## src/rtl/smi_arb_pkg.sv

```systemverilog
// -----------------------------------------------------------------------------
// smi_arb_pkg
// Shared definitions for the SMI stream arbiter:
//   - arb_state_t : arbiter FSM state encoding
//   - CH_*        : channel codes as seen on o_active_ch and in the tag byte
//   - tag_byte()  : builds the per-burst tag byte {magic, 2'b00, channel}
//   - word_byte() : selects byte 3..0 of a 32-bit word (3 = MSB)
// -----------------------------------------------------------------------------
package smi_arb_pkg;

    typedef enum logic [2:0] {
        ST_IDLE      = 3'd0,
        ST_TAG       = 3'd1,
        ST_WAIT_WORD = 3'd2,
        ST_SHIFT     = 3'd3,
        ST_END       = 3'd4
    } arb_state_t;

    localparam logic [1:0] CH_NONE = 2'b00;
    localparam logic [1:0] CH_09   = 2'b01;
    localparam logic [1:0] CH_24   = 2'b10;

    // Tag byte layout: magic nibble, two zero bits, channel code.
    function automatic logic [7:0] tag_byte(input logic [3:0] magic, input logic [1:0] ch);
        return {magic, 2'b00, ch};
    endfunction

    // Byte 3 is [31:24] (sent first), byte 0 is [7:0] (sent last).
    function automatic logic [7:0] word_byte(input logic [31:0] word, input logic [1:0] idx);
        logic [7:0] b;
        case (idx)
            2'd3:    b = word[31:24];
            2'd2:    b = word[23:16];
            2'd1:    b = word[15:8];
            default: b = word[7:0];
        endcase
        return b;
    endfunction

endpackage

```

## src/rtl/smi_soe_sync.sv

```systemverilog
// -----------------------------------------------------------------------------
// smi_soe_sync
// Brings the asynchronous SMI SOE strobe into the system clock domain through
// two flops and emits a one-cycle pulse for every falling edge.
// Ports:
//   clk        in  1  system clock
//   reset      in  1  synchronous active-high reset (flops reset to 1 = idle SOE)
//   async_in   in  1  raw SOE strobe from the pad
//   fall_pulse out 1  one-cycle pulse per falling edge of async_in
// -----------------------------------------------------------------------------
module smi_soe_sync (
    input  logic clk,
    input  logic reset,
    input  logic async_in,
    output logic fall_pulse
);

    logic q1_r;
    logic q2_r;

    // Two-flop synchroniser; idle level of SOE is high.
    always_ff @(posedge clk) begin
        if (reset) begin
            q1_r <= 1'b1;
            q2_r <= 1'b1;
        end else begin
            q1_r <= async_in;
            q2_r <= q1_r;
        end
    end

    assign fall_pulse = q2_r & ~q1_r;

endmodule

```

## src/rtl/smi_stream_arbiter.sv

```systemverilog
// -----------------------------------------------------------------------------
// smi_stream_arbiter
// Shares the SMI read channel between the 0.9 GHz and 2.4 GHz RX FIFOs.
// Bursts of BURST_WORDS words are drained per channel with round-robin
// arbitration; each burst is one tag byte followed by the payload MSB first,
// paced by falling edges of the SMI SOE strobe.
// Ports:
//   i_sys_clk / i_reset                 clock, synchronous active-high reset
//   i_enable                            gate for starting new bursts
//   o_fifo_09_pull / i_fifo_09_*        0.9 GHz FIFO pull, data (+1 cycle), empty
//   o_fifo_24_pull / i_fifo_24_*        2.4 GHz FIFO pull, data (+1 cycle), empty
//   i_smi_soe_se                        async SOE strobe, falling edge consumes
//   o_smi_data_out / o_smi_read_req     presented byte and its valid flag
//   o_active_ch                         burst owner (00 none, 01 0.9, 10 2.4)
//   o_burst_done                        pulse after the last byte is consumed
//   o_underrun                          sticky: consume with no byte presented
// -----------------------------------------------------------------------------
module smi_stream_arbiter #(
    parameter int         BURST_WORDS = 16,
    parameter logic [3:0] TAG_MAGIC   = 4'hA
) (
    input  logic        i_sys_clk,
    input  logic        i_reset,
    input  logic        i_enable,
    output logic        o_fifo_09_pull,
    input  logic [31:0] i_fifo_09_pulled_data,
    input  logic        i_fifo_09_empty,
    output logic        o_fifo_24_pull,
    input  logic [31:0] i_fifo_24_pulled_data,
    input  logic        i_fifo_24_empty,
    input  logic        i_smi_soe_se,
    output logic [7:0]  o_smi_data_out,
    output logic        o_smi_read_req,
    output logic [1:0]  o_active_ch,
    output logic        o_burst_done,
    output logic        o_underrun
);

    import smi_arb_pkg::*;

    generate
        if (BURST_WORDS < 1 || BURST_WORDS > 255) begin : g_bad_burst_words
            $error("smi_stream_arbiter: BURST_WORDS must be within 1..255");
        end
    endgenerate

    localparam logic [7:0] BURST_LEN = 8'(BURST_WORDS);

    // Registered state and datapath.
    arb_state_t  state_r,      state_s;
    logic [1:0]  ch_r,         ch_s;
    logic        last_24_r,    last_24_s;     // 1: 2.4 GHz was served last
    logic [7:0]  data_r,       data_s;
    logic        byte_valid_r, byte_valid_s;
    logic        done_r,       done_s;
    logic        underrun_r,   underrun_s;
    logic [31:0] buf_r,        buf_s;         // one-word prefetch buffer
    logic        buf_full_r,   buf_full_s;
    logic        pend_r,       pend_s;        // a pull was issued last cycle
    logic [31:0] word_r,       word_s;        // word currently being shifted out
    logic [1:0]  byte_idx_r,   byte_idx_s;
    logic [7:0]  to_pull_r,    to_pull_s;     // words not yet pulled this burst
    logic [7:0]  to_show_r,    to_show_s;     // words not yet presented this burst

    logic        consume_s;
    logic        sel_empty_s;
    logic [31:0] sel_data_s;
    logic        pull_ok_s;
    logic        pull_s;
    logic [1:0]  pick_s;

    smi_soe_sync u_soe_sync (
        .clk        (i_sys_clk),
        .reset      (i_reset),
        .async_in   (i_smi_soe_se),
        .fall_pulse (consume_s)
    );

    // Route the owning channel's FIFO flag/data and pick the next burst owner.
    always_comb begin
        sel_empty_s = i_fifo_09_empty;
        sel_data_s  = i_fifo_09_pulled_data;
        pick_s      = CH_09;
        if (ch_r == CH_24) begin
            sel_empty_s = i_fifo_24_empty;
            sel_data_s  = i_fifo_24_pulled_data;
        end else begin
            sel_empty_s = i_fifo_09_empty;
            sel_data_s  = i_fifo_09_pulled_data;
        end
        // Tie goes to the channel not served last.
        if (!i_fifo_09_empty && !i_fifo_24_empty) begin
            pick_s = last_24_r ? CH_09 : CH_24;
        end else if (!i_fifo_09_empty) begin
            pick_s = CH_09;
        end else begin
            pick_s = CH_24;
        end
    end

    // Pull strobe: one outstanding pull, buffer empty, FIFO non-empty; in SHIFT
    // the prefetch only starts once the last byte of the current word is shown.
    always_comb begin
        pull_ok_s = (to_pull_r != 8'd0) && !buf_full_r && !pend_r && !sel_empty_s && !i_reset;
        case (state_r)
            ST_TAG, ST_WAIT_WORD: pull_s = pull_ok_s;
            ST_SHIFT:             pull_s = pull_ok_s && (byte_idx_r == 2'd0);
            default:              pull_s = 1'b0;
        endcase
    end

    assign o_fifo_09_pull = pull_s && (ch_r == CH_09);
    assign o_fifo_24_pull = pull_s && (ch_r == CH_24);

    // Next-state and datapath logic.
    always_comb begin
        state_s      = state_r;
        ch_s         = ch_r;
        last_24_s    = last_24_r;
        data_s       = data_r;
        byte_valid_s = byte_valid_r;
        done_s       = 1'b0;
        underrun_s   = underrun_r;
        buf_s        = buf_r;
        buf_full_s   = buf_full_r;
        pend_s       = 1'b0;
        word_s       = word_r;
        byte_idx_s   = byte_idx_r;
        to_pull_s    = to_pull_r;
        to_show_s    = to_show_r;

        // Word lands one cycle after its pull; buffer is empty whenever pend_r is set.
        if (pend_r) begin
            buf_s      = sel_data_s;
            buf_full_s = 1'b1;
        end else begin
            buf_s = buf_r;
        end

        if (pull_s) begin
            pend_s    = 1'b1;
            to_pull_s = to_pull_r - 8'd1;
        end else begin
            pend_s = 1'b0;
        end

        // A consume with nothing presented only raises the flag; no state moves.
        if (consume_s && !byte_valid_r) begin
            underrun_s = 1'b1;
        end else begin
            underrun_s = underrun_r;
        end

        case (state_r)
            ST_IDLE: begin
                if (i_enable && (!i_fifo_09_empty || !i_fifo_24_empty)) begin
                    ch_s         = pick_s;
                    data_s       = tag_byte(TAG_MAGIC, pick_s);
                    byte_valid_s = 1'b1;
                    to_pull_s    = BURST_LEN;
                    to_show_s    = BURST_LEN;
                    state_s      = ST_TAG;
                end else begin
                    state_s = ST_IDLE;
                end
            end
            ST_TAG: begin
                if (consume_s) begin
                    if (buf_full_r) begin
                        word_s       = buf_r;
                        data_s       = buf_r[31:24];
                        byte_idx_s   = 2'd3;
                        buf_full_s   = 1'b0;
                        to_show_s    = to_show_r - 8'd1;
                        byte_valid_s = 1'b1;
                        state_s      = ST_SHIFT;
                    end else begin
                        byte_valid_s = 1'b0;
                        state_s      = ST_WAIT_WORD;
                    end
                end else begin
                    state_s = ST_TAG;
                end
            end
            ST_WAIT_WORD: begin
                if (buf_full_r) begin
                    word_s       = buf_r;
                    data_s       = buf_r[31:24];
                    byte_idx_s   = 2'd3;
                    buf_full_s   = 1'b0;
                    to_show_s    = to_show_r - 8'd1;
                    byte_valid_s = 1'b1;
                    state_s      = ST_SHIFT;
                end else begin
                    state_s = ST_WAIT_WORD;
                end
            end
            ST_SHIFT: begin
                if (consume_s) begin
                    if (byte_idx_r != 2'd0) begin
                        byte_idx_s = byte_idx_r - 2'd1;
                        data_s     = word_byte(word_r, byte_idx_r - 2'd1);
                    end else if (to_show_r == 8'd0) begin
                        byte_valid_s = 1'b0;
                        state_s      = ST_END;
                    end else if (buf_full_r) begin
                        word_s       = buf_r;
                        data_s       = buf_r[31:24];
                        byte_idx_s   = 2'd3;
                        buf_full_s   = 1'b0;
                        to_show_s    = to_show_r - 8'd1;
                        byte_valid_s = 1'b1;
                        state_s      = ST_SHIFT;
                    end else begin
                        byte_valid_s = 1'b0;
                        state_s      = ST_WAIT_WORD;
                    end
                end else begin
                    state_s = ST_SHIFT;
                end
            end
            ST_END: begin
                done_s    = 1'b1;
                last_24_s = (ch_r == CH_24);
                ch_s      = CH_NONE;
                state_s   = ST_IDLE;
            end
            default: begin
                state_s = ST_IDLE;
            end
        endcase
    end

    // State register for FSM and datapath.
    always_ff @(posedge i_sys_clk) begin
        if (i_reset) begin
            state_r      <= ST_IDLE;
            ch_r         <= CH_NONE;
            last_24_r    <= 1'b1;
            data_r       <= 8'h00;
            byte_valid_r <= 1'b0;
            done_r       <= 1'b0;
            underrun_r   <= 1'b0;
            buf_r        <= 32'h0000_0000;
            buf_full_r   <= 1'b0;
            pend_r       <= 1'b0;
            word_r       <= 32'h0000_0000;
            byte_idx_r   <= 2'd0;
            to_pull_r    <= 8'd0;
            to_show_r    <= 8'd0;
        end else begin
            state_r      <= state_s;
            ch_r         <= ch_s;
            last_24_r    <= last_24_s;
            data_r       <= data_s;
            byte_valid_r <= byte_valid_s;
            done_r       <= done_s;
            underrun_r   <= underrun_s;
            buf_r        <= buf_s;
            buf_full_r   <= buf_full_s;
            pend_r       <= pend_s;
            word_r       <= word_s;
            byte_idx_r   <= byte_idx_s;
            to_pull_r    <= to_pull_s;
            to_show_r    <= to_show_s;
        end
    end

    assign o_smi_data_out = data_r;
    assign o_smi_read_req = byte_valid_r;
    assign o_active_ch    = ch_r;
    assign o_burst_done   = done_r;
    assign o_underrun     = underrun_r;

endmodule

```

## config.mk

```make
export PLATFORM = sky130hd
export DESIGN_NAME = smi_stream_arbiter
export DESIGN_NICKNAME = d
export VERILOG_FILES = /design/src/rtl/smi_arb_pkg.sv /design/src/rtl/smi_soe_sync.sv /design/src/rtl/smi_stream_arbiter.sv
export SDC_FILE = /design/constraint.sdc
export NUM_CORES = 1
export LEC_CHECK = 0
export ABC_CLOCK_PERIOD_IN_PS = 3200
export BUFFER_PORTS_ARGS = -buffer_cell sky130_fd_sc_hd__buf_2
export CORE_UTILIZATION = 45
export DETAILED_ROUTE_END_ITERATION = 16
export GPL_TIMING_DRIVEN = 0
export MAX_ROUTING_LAYER = met4
export PLACE_DENSITY = 0.76
export SLEW_MARGIN = 15
export SYNTH_ARGS = -nofsm -noshare
export SYNTH_HDL_FRONTEND = slang
export SYNTH_SLANG_ARGS = --single-unit
export TNS_END_PERCENT = 10
```

## constraint.sdc

```tcl
create_clock -name i_sys_clk -period 3.2 [get_ports i_sys_clk]
set_input_delay 0.64 -clock i_sys_clk [delete_from_list [all_inputs] [get_ports i_sys_clk]]
set_output_delay 0.64 -clock i_sys_clk [all_outputs]
set_load 0.02 [all_outputs]
```

## After elaboration in Yosys (flattened, before gate mapping)

Index checks and enable logic that the tools add are counted.

| cells by class | value |
|---|---|
| $add $sub $neg | 3 |
| eq/ne operators | 17 |
| muxes and demuxes | 62 |
| bitwise operators | 2 |
| reduce and logical (&&, ||, !) cells | 33 |

Operators by type and width:

| kind | count |
|---|---|
| 32-bit two-way mux | 6 |
| 8-bit two-way mux | 15 |
| 32-bit case mux with 3 select lines | 1 |
| 8-bit case mux with 4 select lines | 2 |
| 8-bit case mux with 3 select lines | 1 |
| 2-bit two-way mux | 10 |
| 1-bit two-way mux | 18 |
| 8-bit by 1-bit subtractor with 8-bit output, second input constant | 2 |
| 2-bit inequality test, second input constant | 6 |
| 3-bit case mux with 4 select lines | 1 |
| 6-bit AND reduction | 2 |
| 1-bit logical AND | 10 |
| 5-bit AND reduction | 2 |
| 3-bit two-way mux | 3 |
| 8-bit logical NOT | 1 |
| 8-bit nonzero test | 1 |
| 1-bit logical NOT | 7 |
| 2-bit == test, second input constant | 3 |
| 3-bit by 2-bit == test with 1-bit output, second input constant | 2 |
| 3-bit inequality test, second input constant | 2 |
| 2-bit case mux with 3 select lines | 1 |
| 2-bit by 1-bit == test with 1-bit output, second input constant | 2 |
| 1-bit case mux with 4 select lines | 1 |
| 2-bit case mux with 2 select lines | 1 |
| 16 further kinds | 17 |

| storage, ports and cells | value |
|---|---|
| register bits | 103 |
| input bits | 70 |
| output and inout bits | 15 |
| logic and storage cells | 133 |

## Logic depth before layout (Yosys ltp)

| depth | value |
|---|---|
| depth in word-level cells | 10 |
| mapped depth | 9 |
| gate-level depth less buffers | 7 |

## Modules after synthesis

A second synthesis with hierarchy kept.

| second synthesis, totals | value |
|---|---|
| cells, all modules | 503 |
| area total of the unflattened synthesis | 4581.9 µm² |

Modules (own cells, without submodules):

| module | instances | cells an instance | area an instance (µm²) | seq. area each (µm²) |
|---|---|---|---|---|
| smi_stream_arbiter | 1 | 498 | 4520.6 | 1861.8 |
| smi_soe_sync | 1 | 5 | 61.3 | 40.0 |

## Worst setup path after synthesis

OpenSTA, ideal clock, no wires.

| timing path | value |
|---|---|
| kind | flip-flop to output port |
| start point | register ch_r[0] (netlist: o_active_ch[0]) |
| end point | output port o_fifo_09_pull |
| arrival | 2.031 ns |
| required time | 2.560 ns |
| path slack | 0.529 ns |
| cell stages (with the launch flop) | 7 |
| buffers on the path | 2 |
| cell sequence | dfxtp_1 nand2b_1 clkbuf_1 mux2i_1 nand4_1 clkbuf_1 nor3b_1 |

| between the ends | value |
|---|---|
| cells in the longest elaborated chain, start to end | 8 |
| elaborated cells between the ends (all ways) | 9 |
| classes of those cells | eq/ne: 2; mux: 2; reduce/logical: 5 |

Ends and longest elaborated chain:

| item | RTL line | source |
|---|---|---|
| start, declared | smi_stream_arbiter.sv:51 | `logic [1:0] ch_r, ch_s;` |
| start signal, assigned | smi_stream_arbiter.sv:253 | `ch_r <= ch_s;` |
| 2-bit == test | smi_stream_arbiter.sv:84 | `if (ch_r == CH_24) begin` |
| 1-bit two-way mux | smi_stream_arbiter.sv:84 |  |
| 1-bit logical NOT | smi_stream_arbiter.sv:104 | `pull_ok_s = (to_pull_r != 8'd0) && !buf_full_r && !pend_r && !sel_empty_s && !i_reset;` |
| 1-bit logical AND (2 in series) | smi_stream_arbiter.sv:104 |  |
| 1-bit logical AND | smi_stream_arbiter.sv:107 | `ST_SHIFT: pull_s = pull_ok_s && (byte_idx_r == 2'd0);` |
| 1-bit case mux with 2 select lines | smi_stream_arbiter.sv:105 | `case (state_r)` |
| 1-bit logical AND * | smi_stream_arbiter.sv:112 | `assign o_fifo_09_pull = pull_s && (ch_r == CH_09);` |
| end, declared | smi_stream_arbiter.sv:25 | `output logic o_fifo_09_pull,` |

Every way passes the cells marked *; elsewhere a longest branch is shown, timed or not.

## Final worst setup path

| timing path | value |
|---|---|
| start point | register byte_idx_r[0] |
| end point | output port o_fifo_09_pull |

| between the ends | value |
|---|---|
| cells in the longest elaborated chain, start to end | 4 |

Ends and longest elaborated chain:

| item | RTL line | source |
|---|---|---|
| start, declared | smi_stream_arbiter.sv:61 | `logic [1:0] byte_idx_r, byte_idx_s;` |
| start signal, assigned | smi_stream_arbiter.sv:263 | `byte_idx_r <= byte_idx_s;` |
| 2-bit logical NOT | smi_stream_arbiter.sv:107 |  |
| 1-bit logical AND | smi_stream_arbiter.sv:107 |  |
| 1-bit case mux with 2 select lines | smi_stream_arbiter.sv:105 |  |
| 1-bit logical AND | smi_stream_arbiter.sv:112 |  |

Every way passes these cells.

==> flow_summary.json <==
{
  "status": "finished, final reports clean",
  "syn_area_sq_um": 4520,
  "htreeDepth": 3,
  "fin_crit_ns": 3.05,
  "remaining_drc_errors": 0,
  "die_h_um": 102,
  "startpoint": "byte_idx_r[0]",
  "synthFlopType": "dfxtp_1",
  "numCtsBuffers": 9,
  "initialDrtViolationCount": 259,
  "worstSetupStartpointType": "flop",
  "die_area_sq_um": 10400,
  "synth.net_count": 566,
  "drt_first_pass_iters": 4,
  "synthTopCellsByArea": "dfxtp_1 42%, mux2i_1 14%, nor2_1 7.1%",
  "finalClockSkew_ns": 0.0120,
  "utilization": 0.547,
  "fin_ws_ns": 0.146,
  "synth_top_area_share": 0.421,
  "path_max_fanout": 10,
  "ctsHoldBuffers": 0,
  "final_area_sq_um": 5320,
  "via_count": 3953,
  "syn_area_per_cell_sq_um": 9.16,
  "async_reset_ff_frac": 0,
  "max_freq_mhz": 327,
  "final_hold_viol_count": 0,
  "reg2reg_from": "state_r[1]",
  "layout_common_cells": "95 x dfxtp_1, 85 x nor2_1, 85 x buf_2, 65 x mux2i_1, 40 x a211oi_1",
  "rrSetupSlack_ns": 0.64,
  "grt_pass1_wl_mm": 18.0,
  "synth.distinct_cells": 49,
  "die_w_um": 102,
  "critPathCaptureType": "output port",
  "grt_antenna_before_repair": 0,
  "cts_tree": "done",
  "worstHoldStart": "i_smi_soe_se",
  "path_clk_slew_ns": 0.10,
  "ir_worst_vdd_mv": 0.243,
  "drive_gt1_frac": 0.223,
  "place_area_sq_um": 5100,
  "power_density_nw_per_um2": 472,
  "fin_crit_sh": 0.954,
  "num_rows": 36,
  "fillers": 942,
  "antennaDiodeCount": 0,
  "routed_wirelength_mm": 11.0,
  "place_congestion": 0.904,
  "place_hpwl_mm": 8.42,
  "port-buffer-count": 84,
  "area_growth_pct": 17.8,
  "clkLatencyLatePin_ns": 0.38,
  "finalSetupTns_ns": 0,
  "ctsRootBufferMaster": "clkbuf_8",
  "power_uw": 2510,
  "grt_max_degree": 17,
  "worstMarginPinSlew_ns": 0.789,
  "maxSlewViolCount": 0,
  "path_class": "flop to output port",
  "initial_core_util": 0.464,
  "drtAntennaViolNets": 0,
  "clockBufferDepth": 2,
  "core_area_sq_um": 9730,
  "hold_path_class": "primary input to flop",
  "synth_cells": 493,
  "mostFrequentLayoutCell": "dfxtp_1",
  "power.leakage_uw": 0.00237,
  "grt_remaining_overflow": 0,
  "io_pins": 85,
  "cp.required_ns": 2.56,
  "pre_cts_slack_ns": 0.292,
  "setup_viol": 0,
  "slew-limit-headroom": 0.474,
  "yosysTopAreaCell": "dfxtp_1",
  "yosysSeqAreaShare": 0.421,
  "layout.nets": 659,
  "rsz0062_at_grt": "no",
  "synth_edf_count": 0,
  "drt-wirelength-per-cell_um": 15.2,
  "maxCapViolCount": 0,
  "cts_sinks": 95,
  "ys.warnings.count": 0,
  "grt_pass1_vias": 3722,
  "viasPerCell": 5.46,
  "cp.arrival_ns": 2.41,
  "ys_ff_latch": 95,
  "grt_usage": 0.231
}
## critical path, stage by stage, from the launching register on
cell and delay (ns):
dfxtp_1 0.32, clkbuf_1 0.22, or2_2 0.39, a31oi_2 0.33
nand4_1 0.16, clkbuf_2 0.23, nor3b_1 0.20, buf_2 0.19
## logic make-up after synthesis
family                     after synthesis  share of synthesized area
AOI/OAI and AO/OA                       99                      0.152
xor gates and xnor gates                 4                    0.00776
adders and majority gates                3                    0.00831
buffers and inverters                   52                     0.0543
DFF                                     95                      0.421
muxes                                   74                      0.174
and+or+nand+nor                        166                      0.182
## path summary, 6_finish.rpt
kind                           to  cells past startpoint
hold reg to reg      to_pull_r[1]                      2
hold / removal    u_soe_sync.q1_r                      2
setup reg to reg    byte_idx_r[0]                      6
setup / recovery   o_fifo_09_pull                      7
## power breakdown
part           internal [uW]  leakage, uW  switching (uW)
clock network            409     0.000103             439
logic                    176      0.00150             227
registers               1220     0.000770            36.7
total                   1810      0.00237             702
## final cells by class
type	count	area [sq um]	area share
sequential	95	1900	0.357
clock inverter	5	62.6	0.0118
buffer	37	190	0.0357
clock buffer	11	151	0.0285
inverter	12	45.0	0.00847
timing repair buffer	85	428	0.0804
multi-input combinational	346	2370	0.446
tap	133	166	0.0313
## cell usage after synthesis, types with 7 or more instances
cell       n
a21oi_1   18
inv_1     12
nand2_1   18
mux2i_1   65
clkbuf_1  31
nor2_1    85
a211oi_1  40
o21ai_0    9
or2_2      7
dfxtp_1   95
or3_1      7
## per-stage QoR
step	std cells	hold slack, ns
final	724	0.451
after global routing	724	0.445
after CTS	724	0.442
after detailed placement	710	0.459
after global placement	710	0.442
after floorplan	493	0.436
## repair_timing
item                                   CTS  global route
endpoints found under the hold margin    0             0
setup endpoints to repair                2             2
pin swaps                                0             1
resized for setup                        2             0
setup buffers                            0             1
cloned                                   0             0
## sequential cells by signal (all words and copies together), names as in the netlist
signal,cells
o_underrun,1
o_burst_done,1
buf_full_r,1
o_smi_data_out,8
to_pull_r,8
to_show_r,8
byte_idx_r,2
o_active_ch,2
buf_r,32
state_r,3
last_24_r,1
pend_r,1
word_r,24
u_soe_sync.q1_r,1
o_smi_read_req,1
u_soe_sync.q2_r,1
## routing by layer
layer / vias to the layer above / GRT usage / routed length (um)
met4: 0 / 0.119 / 312
met1: 1854 / 0.271 / 4770
li1: 1968 / - / -
met2: 107 / 0.381 / 5440
met5: - / - / 0
met3: 24 / 0.0390 / 474
Note: power is estimated with default switching activity, not from simulation.
